## src/rtl/demux_16_deser_if.sv

```systemverilog
// Bundle between a serial bit producer / parallel word consumer and the
// demux_16_deser deserializer.
//
// Handshake rules: a bit transfers at a rising edge when in_valid and
// in_ready are both high (and clear is low); in_ready depends only on the
// deserializer state, never on in_valid. A word transfers at a rising edge
// when out_valid and out_ready are both high; out_word is held stable while
// out_valid is high and out_ready is low.
interface demux_16_deser_if #(
  parameter int WIDTH = 16,
  parameter int IDX_W = 4
);
  logic             in_bit;
  logic             in_valid;
  logic             in_ready;
  logic             clear;
  logic [IDX_W-1:0] idx;
  logic [WIDTH-1:0] out_word;
  logic             out_valid;
  logic             out_ready;
  // Debug view of the deserializer FSM: 0 = FILL, 1 = HOLD.
  logic             fsm_state;

  modport master (
    output in_bit, in_valid, clear, out_ready,
    input  in_ready, idx, out_word, out_valid, fsm_state
  );

  modport slave (
    input  in_bit, in_valid, clear, out_ready,
    output in_ready, idx, out_word, out_valid, fsm_state
  );
endinterface

```

## src/rtl/demux_16_deser.sv

```systemverilog
// Serial-to-parallel deserializer: steers each accepted bit into word
// position idx (or WIDTH-1-idx when MSB_FIRST), presents full words on a
// registered valid/ready output, and can hold one extra completed word.
module demux_16_deser #(
  parameter int WIDTH     = 16,
  parameter int IDX_W     = 4,
  parameter int MSB_FIRST = 0
) (
  input  logic             clk,
  input  logic             rst_n,
  demux_16_deser_if.slave  bus
);

  typedef enum logic {
    FILL = 1'b0,
    HOLD = 1'b1
  } state_t;

  state_t           state;
  logic [IDX_W-1:0] cnt;
  logic [WIDTH-1:0] fill;
  logic [WIDTH-1:0] out_word_r;
  logic             out_valid_r;

  logic [IDX_W-1:0] pos;
  logic [WIDTH-1:0] word_next;
  logic             last;
  logic             drain;
  logic             slot_free;

  assign pos       = (MSB_FIRST != 0) ? (IDX_W'(WIDTH - 1) - cnt) : cnt;
  assign last      = (cnt == IDX_W'(WIDTH - 1));
  assign drain     = out_valid_r & bus.out_ready;
  assign slot_free = ~out_valid_r | bus.out_ready;

  // Fill register with the incoming bit merged at its position.
  always_comb begin
    word_next      = fill;
    word_next[pos] = bus.in_bit;
  end

  // FSM, bit placement and output slot; reset wins, clear wins over in_valid.
  always_ff @(posedge clk) begin
    if (!rst_n) begin
      state       <= FILL;
      cnt         <= '0;
      fill        <= '0;
      out_word_r  <= '0;
      out_valid_r <= 1'b0;
    end else begin
      // A consumed word frees the slot unless a new word is loaded below.
      if (drain) out_valid_r <= 1'b0;
      case (state)
        FILL: begin
          if (bus.clear) begin
            cnt  <= '0;
            fill <= '0;
          end else if (bus.in_valid) begin
            cnt <= cnt + 1'b1;
            if (last) begin
              if (slot_free) begin
                out_word_r  <= word_next;
                out_valid_r <= 1'b1;
                fill        <= '0;
              end else begin
                fill  <= word_next;
                state <= HOLD;
              end
            end else begin
              fill <= word_next;
            end
          end
        end
        HOLD: begin
          if (bus.clear) begin
            cnt   <= '0;
            fill  <= '0;
            state <= FILL;
          end else if (drain) begin
            out_word_r  <= fill;
            out_valid_r <= 1'b1;
            fill        <= '0;
            state       <= FILL;
          end
        end
        default: state <= FILL;
      endcase
    end
  end

  assign bus.in_ready  = (state == FILL);
  assign bus.idx       = (state == HOLD) ? '0 : cnt;
  assign bus.out_word  = out_word_r;
  assign bus.out_valid = out_valid_r;
  assign bus.fsm_state = state;

endmodule

```

## src/flat_wrapper.sv

```systemverilog
// flat-port wrapper written by rule: the top's interface ports become plain ports
module demux_16_deser_flat 
#(
  parameter int WIDTH     = 16,
  parameter int IDX_W     = 4,
  parameter int MSB_FIRST = 0
)
  (clk, rst_n, bus_in_bit, bus_in_valid, bus_clear, bus_out_ready, bus_in_ready, bus_idx, bus_out_word, bus_out_valid, bus_fsm_state);
  demux_16_deser_if #(.WIDTH(WIDTH), .IDX_W(IDX_W)) bus_i ();
  input  logic clk;
  input  logic rst_n;
  input wire logic [$bits(bus_i.in_bit)-1:0] bus_in_bit;
  input wire logic [$bits(bus_i.in_valid)-1:0] bus_in_valid;
  input wire logic [$bits(bus_i.clear)-1:0] bus_clear;
  input wire logic [$bits(bus_i.out_ready)-1:0] bus_out_ready;
  output wire logic [$bits(bus_i.in_ready)-1:0] bus_in_ready;
  output wire logic [$bits(bus_i.idx)-1:0] bus_idx;
  output wire logic [$bits(bus_i.out_word)-1:0] bus_out_word;
  output wire logic [$bits(bus_i.out_valid)-1:0] bus_out_valid;
  output wire logic [$bits(bus_i.fsm_state)-1:0] bus_fsm_state;
  assign bus_i.in_bit = bus_in_bit;
  assign bus_i.in_valid = bus_in_valid;
  assign bus_i.clear = bus_clear;
  assign bus_i.out_ready = bus_out_ready;
  assign bus_in_ready = bus_i.in_ready;
  assign bus_idx = bus_i.idx;
  assign bus_out_word = bus_i.out_word;
  assign bus_out_valid = bus_i.out_valid;
  assign bus_fsm_state = bus_i.fsm_state;
  demux_16_deser #(.WIDTH(WIDTH), .IDX_W(IDX_W), .MSB_FIRST(MSB_FIRST)) u_core (.clk(clk), .rst_n(rst_n), .bus(bus_i));
endmodule
```

## config.mk

```make
export PLATFORM = sky130hd
export DESIGN_NAME = demux_16_deser_flat
export DESIGN_NICKNAME = d
export VERILOG_FILES = /design/src/rtl/demux_16_deser_if.sv /design/src/rtl/demux_16_deser.sv /design/src/flat_wrapper.sv
export SDC_FILE = /design/constraint.sdc
export NUM_CORES = 1
export LEC_CHECK = 0
export ABC_AREA = 1
export CAP_MARGIN = 20
export CORE_ASPECT_RATIO = 0.8
export CORE_MARGIN = 2
export CORE_UTILIZATION = 55
export CTS_CLUSTER_DIAMETER = 80
export DETAILED_ROUTE_END_ITERATION = 6
export DONT_BUFFER_PORTS = 1
export GPL_TIMING_DRIVEN = 0
export PLACE_DENSITY_LB_ADDON = 0.08
export SLEW_MARGIN = 20
export SYNTH_ARGS = -nofsm -noshare
export SYNTH_HDL_FRONTEND = slang
export SYNTH_SLANG_ARGS = --single-unit
```

## constraint.sdc

```tcl
create_clock -name clk -period 4.15 [get_ports clk]
set_input_delay 0.83 -clock clk [delete_from_list [all_inputs] [get_ports clk]]
set_output_delay 0.83 -clock clk [all_outputs]
set_load 0.02 [all_outputs]
```

# ---- Word level (Yosys, flattened, before mapping)
# Index checks and enable logic that the tools add are counted.
dict set report word_totals {
  word_cells 63
  register_bits 38
}
dict set report op_classes {
  eq_ne 10
  addsub 1
  n_reduce_logical 4
  magnitude_cmp 2
  n_bitwise 4
  muxes 37
}
# op count
set ops {}
lappend ops {{16-bit 2-to-1 mux} 12}
lappend ops {{16-bit one-hot mux with 2 select lines} 2}
lappend ops {{16-bit bitwise mux} 1}
lappend ops {{4-bit 2-to-1 mux} 4}
lappend ops {{1-bit 2-to-1 mux} 14}
lappend ops {{2-bit != test, second input constant} 5}
lappend ops {{4-bit one-hot mux with 2 select lines} 1}
lappend ops {{3-bit != test, second input constant} 2}
lappend ops {{6-bit AND reduction} 1}
lappend ops {{4-bit by 5-bit < comparator with 1-bit output, second input constant} 1}
lappend ops {{4-bit by 1-bit adder with 4-bit output, second input constant} 1}
lappend ops {{1-bit demux with 4-bit select} 1}
lappend ops {{4-bit equality test, second input constant} 1}
lappend ops {{4-bit by 1-bit >= comparator with 1-bit output, second input constant} 1}
lappend ops {{2-bit by 1-bit != test with 1-bit output, second input constant} 2}
lappend ops {{1-bit one-hot mux with 2 select lines} 2}
lappend ops {{2-bit AND reduction} 2}
lappend ops {{1-bit inverter} 2}
lappend ops {{1-bit bitwise AND} 1}
lappend ops {{1-bit logical AND} 1}
lappend ops {{1-bit OR} 1}

# ---- Logic depth before layout (Yosys ltp)
# Gate-level depths: netlist (run 1).
dict set report logic_depth {
  depth_word 10
  depth_mapped 10
  mapped_depth_nobuf 8
}

# ---- Worst setup path before layout (run 1)
# OpenSTA, ideal clock, no wires.
dict set report synth_path {
  path_type {reg-to-output}
  from {register u_core.state (netlist: u_core.bus.fsm_state)}
  to {output port bus_idx[0]}
  arrival_time_ps 981
  slack_ps 2339
  path_stages_with_launch 3
  required_ps 3320
  cell_sequence {dfxtp_1 clkbuf_1 nor2_1}
}
dict set report synth_via {
  elab_chain_cells 1
}
# item line_no
set synth_rtl {}
lappend synth_rtl {{start: declaration} demux_16_deser.sv:19} ;# state_t state;
lappend synth_rtl {{start signal: assignment} demux_16_deser.sv:45} ;# state <= FILL;
lappend synth_rtl {{start signal: assignment} demux_16_deser.sv:67} ;# state <= HOLD;
lappend synth_rtl {{start signal: assignment} demux_16_deser.sv:78} ;# state <= FILL;
lappend synth_rtl {{4-bit 2-to-1 mux} demux_16_deser.sv:92} ;# assign bus.idx = (state == HOLD) ? '0 : cnt;
lappend synth_rtl {{end: declaration} flat_wrapper.sv:17} ;# output wire logic [$bits(bus_i.idx)-1:0] bus_idx;
# No other way between the ends.

# ---- Worst setup path after layout (run 1)
dict set report layout_path {
  from {register u_core.state (netlist: u_core.bus.fsm_state)}
  to {output port bus_idx[2]}
}
# Same word-level chain as after synthesis.

==> results.md, run 1 <==
- Status: finished clean
- CP top delay family: flip-flops
- Startpoint types: flip-flop
- Maximum vdd drop: 135 µV
- Share of layout cells above drive strength 1: 0.0579
- Synth Area in Compound Gates: 0.0716
- PortBufs: 0
- Fin Hold WS: between 0.4 and 0.5 ns
- Initial antenna violation count: 0
- DR vias: 2315
- Hold Crit Depth: 2
- Synth Register Bits: 38
- CTS H-tree lvls: 2
- Hold_buf cts: 0
- RSZ-0062 raised after global routing: false
- R2R depth: 9
- Core area: 3900 µm²
- Warning count from the yosys run: 0
- Post-CTS sizing: 0
- Worst hold path type: reg -> reg
- Fmax: ~430 MHz
- Sequential share of the synthesized area: 0.332
- Sink Count: 38
- Drt via density: roughly 5
- Levels on crit path: 2
- P&R area growth vs syn: 7.00%
- Hpwl dp: slightly above 4 mm
- Nets: between 400 and 500
- WS Path Type: reg -> out
- Relative slew slack: 0.638
- Final hold viol count: 0
- # rows: 20
- DRC viols: 0
- Net Count, Synth: 400
- Initial Util: 0.586
- Routed Antenna Nets: 0
- CTS Buf Count: 5
- Mapped Area: ~2300 µm²
- Max Root-Sink Buffers: 2
- GPL Wtd Cong: between 0.8 and 0.9
- First-pass GRT wire length: between 9 and 10 mm
- Syn Area/Cell: between 5 and 6 µm²
- Post-Synth Adder-Cell Area: 0.0273
- Leakage power: approximately 1.3 nW
- CP max-delay cell: dfxtp_1
- Number of inserted diodes: 0
- XOR/XNOR share of the synthesized area: 0
- Clock Latency Late Sink: about 0.30 ns
- WP buf/inv: 1
- Root buffer cell: clkbuf_8
- Endpoint type of the worst setup path: primary output
- Power Density: roughly 280 nW/µm²
- GRT Overall Usage: 0.268
- Post-layout min period: roughly 2.3 ns
- DR WL/cell: roughly 13 µm
- Vias in the first global route: 2084
- Die Y: ~62 µm
- Post-synthesis mux area share: 0
- Overall routed net length: slightly below 6 mm
- Worst-margin pin slew: 0.543 ns
- Tcrit/Tclk final: 0.561
- I/O Pins: 29
- Simple-Gate Fraction of Synth Area: 0.434
- Die W: 76.1 µm
- Cells after synthesis: 389
- Slew Viols, Final: 0
- Max-cap viol count: 0
- Total power: 0.676 mW
- Die area: approximately 4700 µm²
- Largest family of logic cells by synthesized area: simple AND/OR/NAND/NOR gates
- First drt pass iteration count: 5
- Setup_tns: 0 ns
- Worst path max stage delay: roughly 0.57 ns
- DP Area: 2360 µm²
- Final setup fails: 0
- Yosys cell types: 24
- Post-CTS Setup Repair Bufs: 0
- Critical Path AT: 1.50 ns
- 1st-iter DRT viols: 168
- CTS tree: done
- Max FO, Critical Path: 10
- Critical path, cell by cell: clkbuf_1, nor2_1
- Post-layout util: 0.627
- Pin count of the biggest net entering global routing: 12
- Fillers: 399
- Setup Skew: slightly below 0.007 ns
- Finished Cell Area: around 2400 µm²
- WP data required: around 3.3 ns
- Clock transition at path regs: about 0.07 ns
- Overflow after GRT: 0
[cell usage after synthesis (all sizes together)]
| library cell | count | area share |
|---|---|---|
| nand2 | 135 | 0.22 |
| buf | 12 | 0.033 |
| dfxtp | 38 | 0.33 |
| o21a | 1 | 0.0033 |
| a21oi | 21 | 0.046 |
| ha | 5 | 0.027 |
| clkinv | 2 | 0.0033 |
| o21ai | 6 | 0.013 |
| nor3 | 1 | 0.0022 |
| inv | 56 | 0.092 |
| nor2 | 57 | 0.10 |
| a31oi | 1 | 0.0027 |
| o21bai | 1 | 0.0033 |
| nand4 | 3 | 0.0082 |
| o211ai | 1 | 0.0033 |
| clkbuf | 4 | 0.0066 |
| nand3 | 45 | 0.10 |
[worst paths after layout]
kind                              from  slack, ns             end
setup reg to reg         u_core.cnt[0]       2.34  u_core.fill[8]
hold / removal          u_core.fill[5]       0.49  u_core.fill[5]
setup / recovery  u_core.bus.fsm_state       1.82      bus_idx[2]
hold reg to reg         u_core.fill[5]       0.49  u_core.fill[5]
[report_power, final]
part | switching, mW | internal (mW)
clock | 0.134 | 0.134
combinational | 0.0308 | 0.0101
sequential | 0.00153 | 0.366
[placed cells by master (no fill, tap or decap), types with 2 or more instances in the layout]
cell,n
nand2_1,134
inv_1,55
nor2_1,55
nand3_1,44
dfxtp_1,38
a21oi_1,21
buf_2,7
o21ai_0,6
clkbuf_8,6
clkbuf_1,5
ha_1,5
nand4_1,3
buf_4,2
buf_6,2
clkinv_1,2
nor2_4,2
[registers in the layout (all words and copies together), names as in the netlist, named ones only]
name                  count
u_core.fill              16
u_core.bus.out_word      16
u_core.bus.fsm_state      1
u_core.cnt                4
[worst reg2reg max path, stage by stage, from the launching register on]
cell	delay, ns
dfxtp_1	0.42
ha_1	0.24
inv_1	0.07
nor2_1	0.35
nand2_1	0.09
nand2_1	0.12
nor2_4	0.06
buf_4	0.19
nand2_1	0.07
a21oi_1	0.05
[metal layers]
metal / track usage / vias up / share of wire
met1: 0.349 / 1013 / 0.45
met3: 0.0621 / 11 / 0.082
met2: 0.450 / 91 / 0.45
met4: 0.101 / 0 / 0.016
met5: 0 / - / 0
li1: - / 1200 / -
[cell families after synthesis]
group,count (synthesis)
flops,38
simple gates,241
fa+ha+maj,5
buf+inv,74
compound gates,31
[final cells by class]
type	count	area, µm²	area share
clock inverters	1	5.00	0.00204
inverters	58	218	0.0889
well taps	55	68.8	0.0281
multi-input cells	277	1220	0.498
clock buffers	7	86.3	0.0353
flip-flops and latches	38	761	0.311
plain buffers	16	91.3	0.0373
[through the flow]
step / cells / setup WS (ns)
2_1_floorplan: 389 / 2.34
3_3_place_gp: 444 / 2.11
3_5_place_dp: 444 / 2.09
4_1_cts: 452 / 1.83
5_1_grt: 452 / 1.76
6_report: 452 / 1.82
Power figures use the tool's default switching activity.
==> run 2: changes to the inputs <==
==> constraint.sdc (replaced) <==
create_clock -name clk -period 2.25 [get_ports clk]
set_input_delay 0.45 -clock clk [delete_from_list [all_inputs] [get_ports clk]]
set_output_delay 0.45 -clock clk [all_outputs]
set_load 0.02 [all_outputs]
==> results of run 2 <==
The final DEF is identical to that of run 1. Status: finished clean.
Main changes from that run: setup slack after placement 2.09 ns -> 0.505 ns; clock-pin slew on the worst setup and hold paths 0.07 ns -> 0.08 ns; setup slack after layout 1.82 ns -> 0.304 ns; hold slack 0.485 ns -> 0.289 ns; register-to-register setup slack 2.34 ns -> 0.44 ns; end point of the worst hold path u_core.fill[5] -> u_core.fill[15]; total power 0.676 mW -> 1.25 mW; worst IR drop on VDD 135 µV -> 249 µV
==> run 3: changes to the inputs <==
--- a/config.mk
+++ b/config.mk
@@ -14,7 +14,9 @@
 export DETAILED_ROUTE_END_ITERATION = 6
 export DONT_BUFFER_PORTS = 1
 export GPL_TIMING_DRIVEN = 0
+export MAX_ROUTING_LAYER = met4
 export PLACE_DENSITY_LB_ADDON = 0.08
+export SKIP_LAST_GASP = 1
 export SLEW_MARGIN = 20
 export SYNTH_ARGS = -nofsm -noshare
 export SYNTH_HDL_FRONTEND = slang
==> run 3 against run 2 <==
Core utilization did not move. Clock skew rose by 0.0027 ns. Fmax fell by 0.42%. First-iteration DRC count is 8.3% higher. Non-clock buffer count is the same. Register-to-register slack improved by 0.03 ns. Sequential share of layout area unchanged. Design area did not move. Sequential cell count unchanged. Total power is 0.89% lower. Count of clock-buffer cells in the layout stayed put. Critical path depth did not move. Critical path type unchanged. Largest power group unchanged.
==> results.md, run 3 (synthesized netlist as in run 1, its figures left out) <==
- Status: finished clean
- Number of inserted diodes: 0
- Routed Antenna Nets: 0
- Hold_buf cts: 0
- Drt via density: slightly above 5
- Root buffer cell: clkbuf_8
- 1st-iter DRT viols: between 150 and 200
- RSZ-0062 raised after global routing: false
- I/O Pins: 29
- Worst hold path type: in -> reg
- Post-layout min period: approximately 2 ns
- # rows: 20
- Vias in the first global route: 2026
- Sink Count: 38
- Post-CTS Setup Repair Bufs: 0
- Final hold viol count: 0
- Tcrit/Tclk final: 0.869
- Critical path, cell by cell: clkbuf_1, nor2_1
- WS Path Type: reg -> out
- Fmax: about 500 MHz
- P&R area growth vs syn: 7.00%
- Total power: approximately 1.2 mW
- CTS Buf Count: 5
- Critical Path AT: 1.50 ns
- Maximum vdd drop: 351 µV
- Commonest non-fill, non-tap cell in the layout: nand2_1
- First drt pass iteration count: 5
- Max Root-Sink Buffers: 2
- Die area: around 4700 µm²
- Slew Viols, Final: 0
- Initial antenna violation count: 0
- Setup_tns: 0 ns
- Share of layout cells above drive strength 1: 0.0579
- Placed cell count: 444
- Initial Util: 0.586
- CP max-delay cell: dfxtp_1
- Pin count of the biggest net entering global routing: 12
- Post-CTS sizing: 0
- Endpoint type of the worst setup path: primary output
- Post-route insts no fill: 452
- Startpoint types: flip-flop
- DP Area: 2360 µm²
- Nets: between 400 and 500
- CP top delay family: flip-flops
- Leakage power: around 1.3 nW
- First-pass GRT wire length: between 9 and 10 mm
- DR vias: 2350
- Worst-margin pin slew: 0.573 ns
- CTS H-tree lvls: 2
- DR WL/cell: between 10 and 15 µm
- Fillers: slightly below 400
- CTS tree: done
- WP data required: between 1.5 and 2 ns
- Max-cap viol count: 0
- Core area: between 3000 and 4000 µm²
- Finished Cell Area: 2450 µm²
- Die Y: between 60 and 70 µm
- Setup Skew: roughly 0.0094 ns
- DRC viols: 0
- Hpwl dp: between 4 and 5 mm
- GRT Overall Usage: 0.263
- Die W: between 70 and 80 µm
- Max FO, Critical Path: 10
- Worst path max stage delay: 0.57 ns
- Final setup fails: 0
- GPL Wtd Cong: 0.886
- Power Density: just over 500 nW/µm²
- Commonest non-fill, non-tap cells in the layout: nand2_1, inv_1, nor2_1, nand3_1, dfxtp_1
- Clock transition at path regs: about 0.08 ns
- Overall routed net length: ~5.7 mm
- Clock Latency Late Sink: 0.29 ns
- Overflow after GRT: 0
- WP buf/inv: 1
- Relative slew slack: 0.618
- PortBufs: 0
[run 3: cell counts in the layout (fill, tap and decap cells not counted)]
Identical to the previous run, type by type.
[run 3: layer usage]
| layer | global-route usage | vias to the layer above | part of all wire |
|---|---|---|---|
| met4 | 0.0623 | 0 | 0.0068 |
| met5 | - | - | 0 |
| li1 | - | 1201 | - |
| met2 | 0.443 | 93 | 0.45 |
| met3 | 0.0506 | 7 | 0.078 |
| met1 | 0.339 | 1049 | 0.46 |
[run 3: area by class of cell]
cell class	instances	area [µm²]	area share
Tap cell	55	68.8	0.0281
Clock buffer	7	86.3	0.0353
Clock inverter	1	5.00	0.00204
Sequential cell	38	761	0.311
Multi-Input combinational cell	277	1220	0.498
Buffer	16	91.3	0.0373
Inverter	58	218	0.0889
[run 3: worst paths after layout]
path / from / to / slack [ns] / cells past startpoint
worst min-delay path: bus_in_bit / u_core.fill[15] / 0.30 / 2
worst min register to register: u_core.fill[8] / u_core.fill[8] / 0.48 / 2
worst max-delay path: u_core.bus.fsm_state / bus_idx[3] / 0.30 / 2
worst max register to register: u_core.cnt[0] / u_core.fill[9] / 0.47 / 9
[run 3: metrics by stage]
step / util / hold slack (ns) / setup WS, ns
6_report: 0.627 / 0.302 / 0.296
4_1_cts: 0.627 / 0.294 / 0.306
5_1_grt: 0.627 / 0.306 / 0.219
2_1_floorplan: - / 0.457 / 0.781
3_3_place_gp: 0.604 / 0.468 / 0.526
3_5_place_dp: 0.604 / 0.470 / 0.519
[run 3: power breakdown]
| group | internal (mW) | switching, mW | total, mW |
|---|---|---|---|
| Sequential | 0.675 | 0.00290 | 0.678 |
| Combinational | 0.0187 | 0.0571 | 0.0758 |
| Clock | 0.247 | 0.236 | 0.483 |
[run 3: worst register-to-register path, stage by stage (launching register included)]
cell     delay, ns
dfxtp_1       0.42
ha_1          0.23
inv_1         0.06
nor2_1        0.33
nand2_1       0.10
nand2_1       0.12
nor2_4        0.07
buf_4         0.19
nand2_1       0.08
a21oi_1       0.06
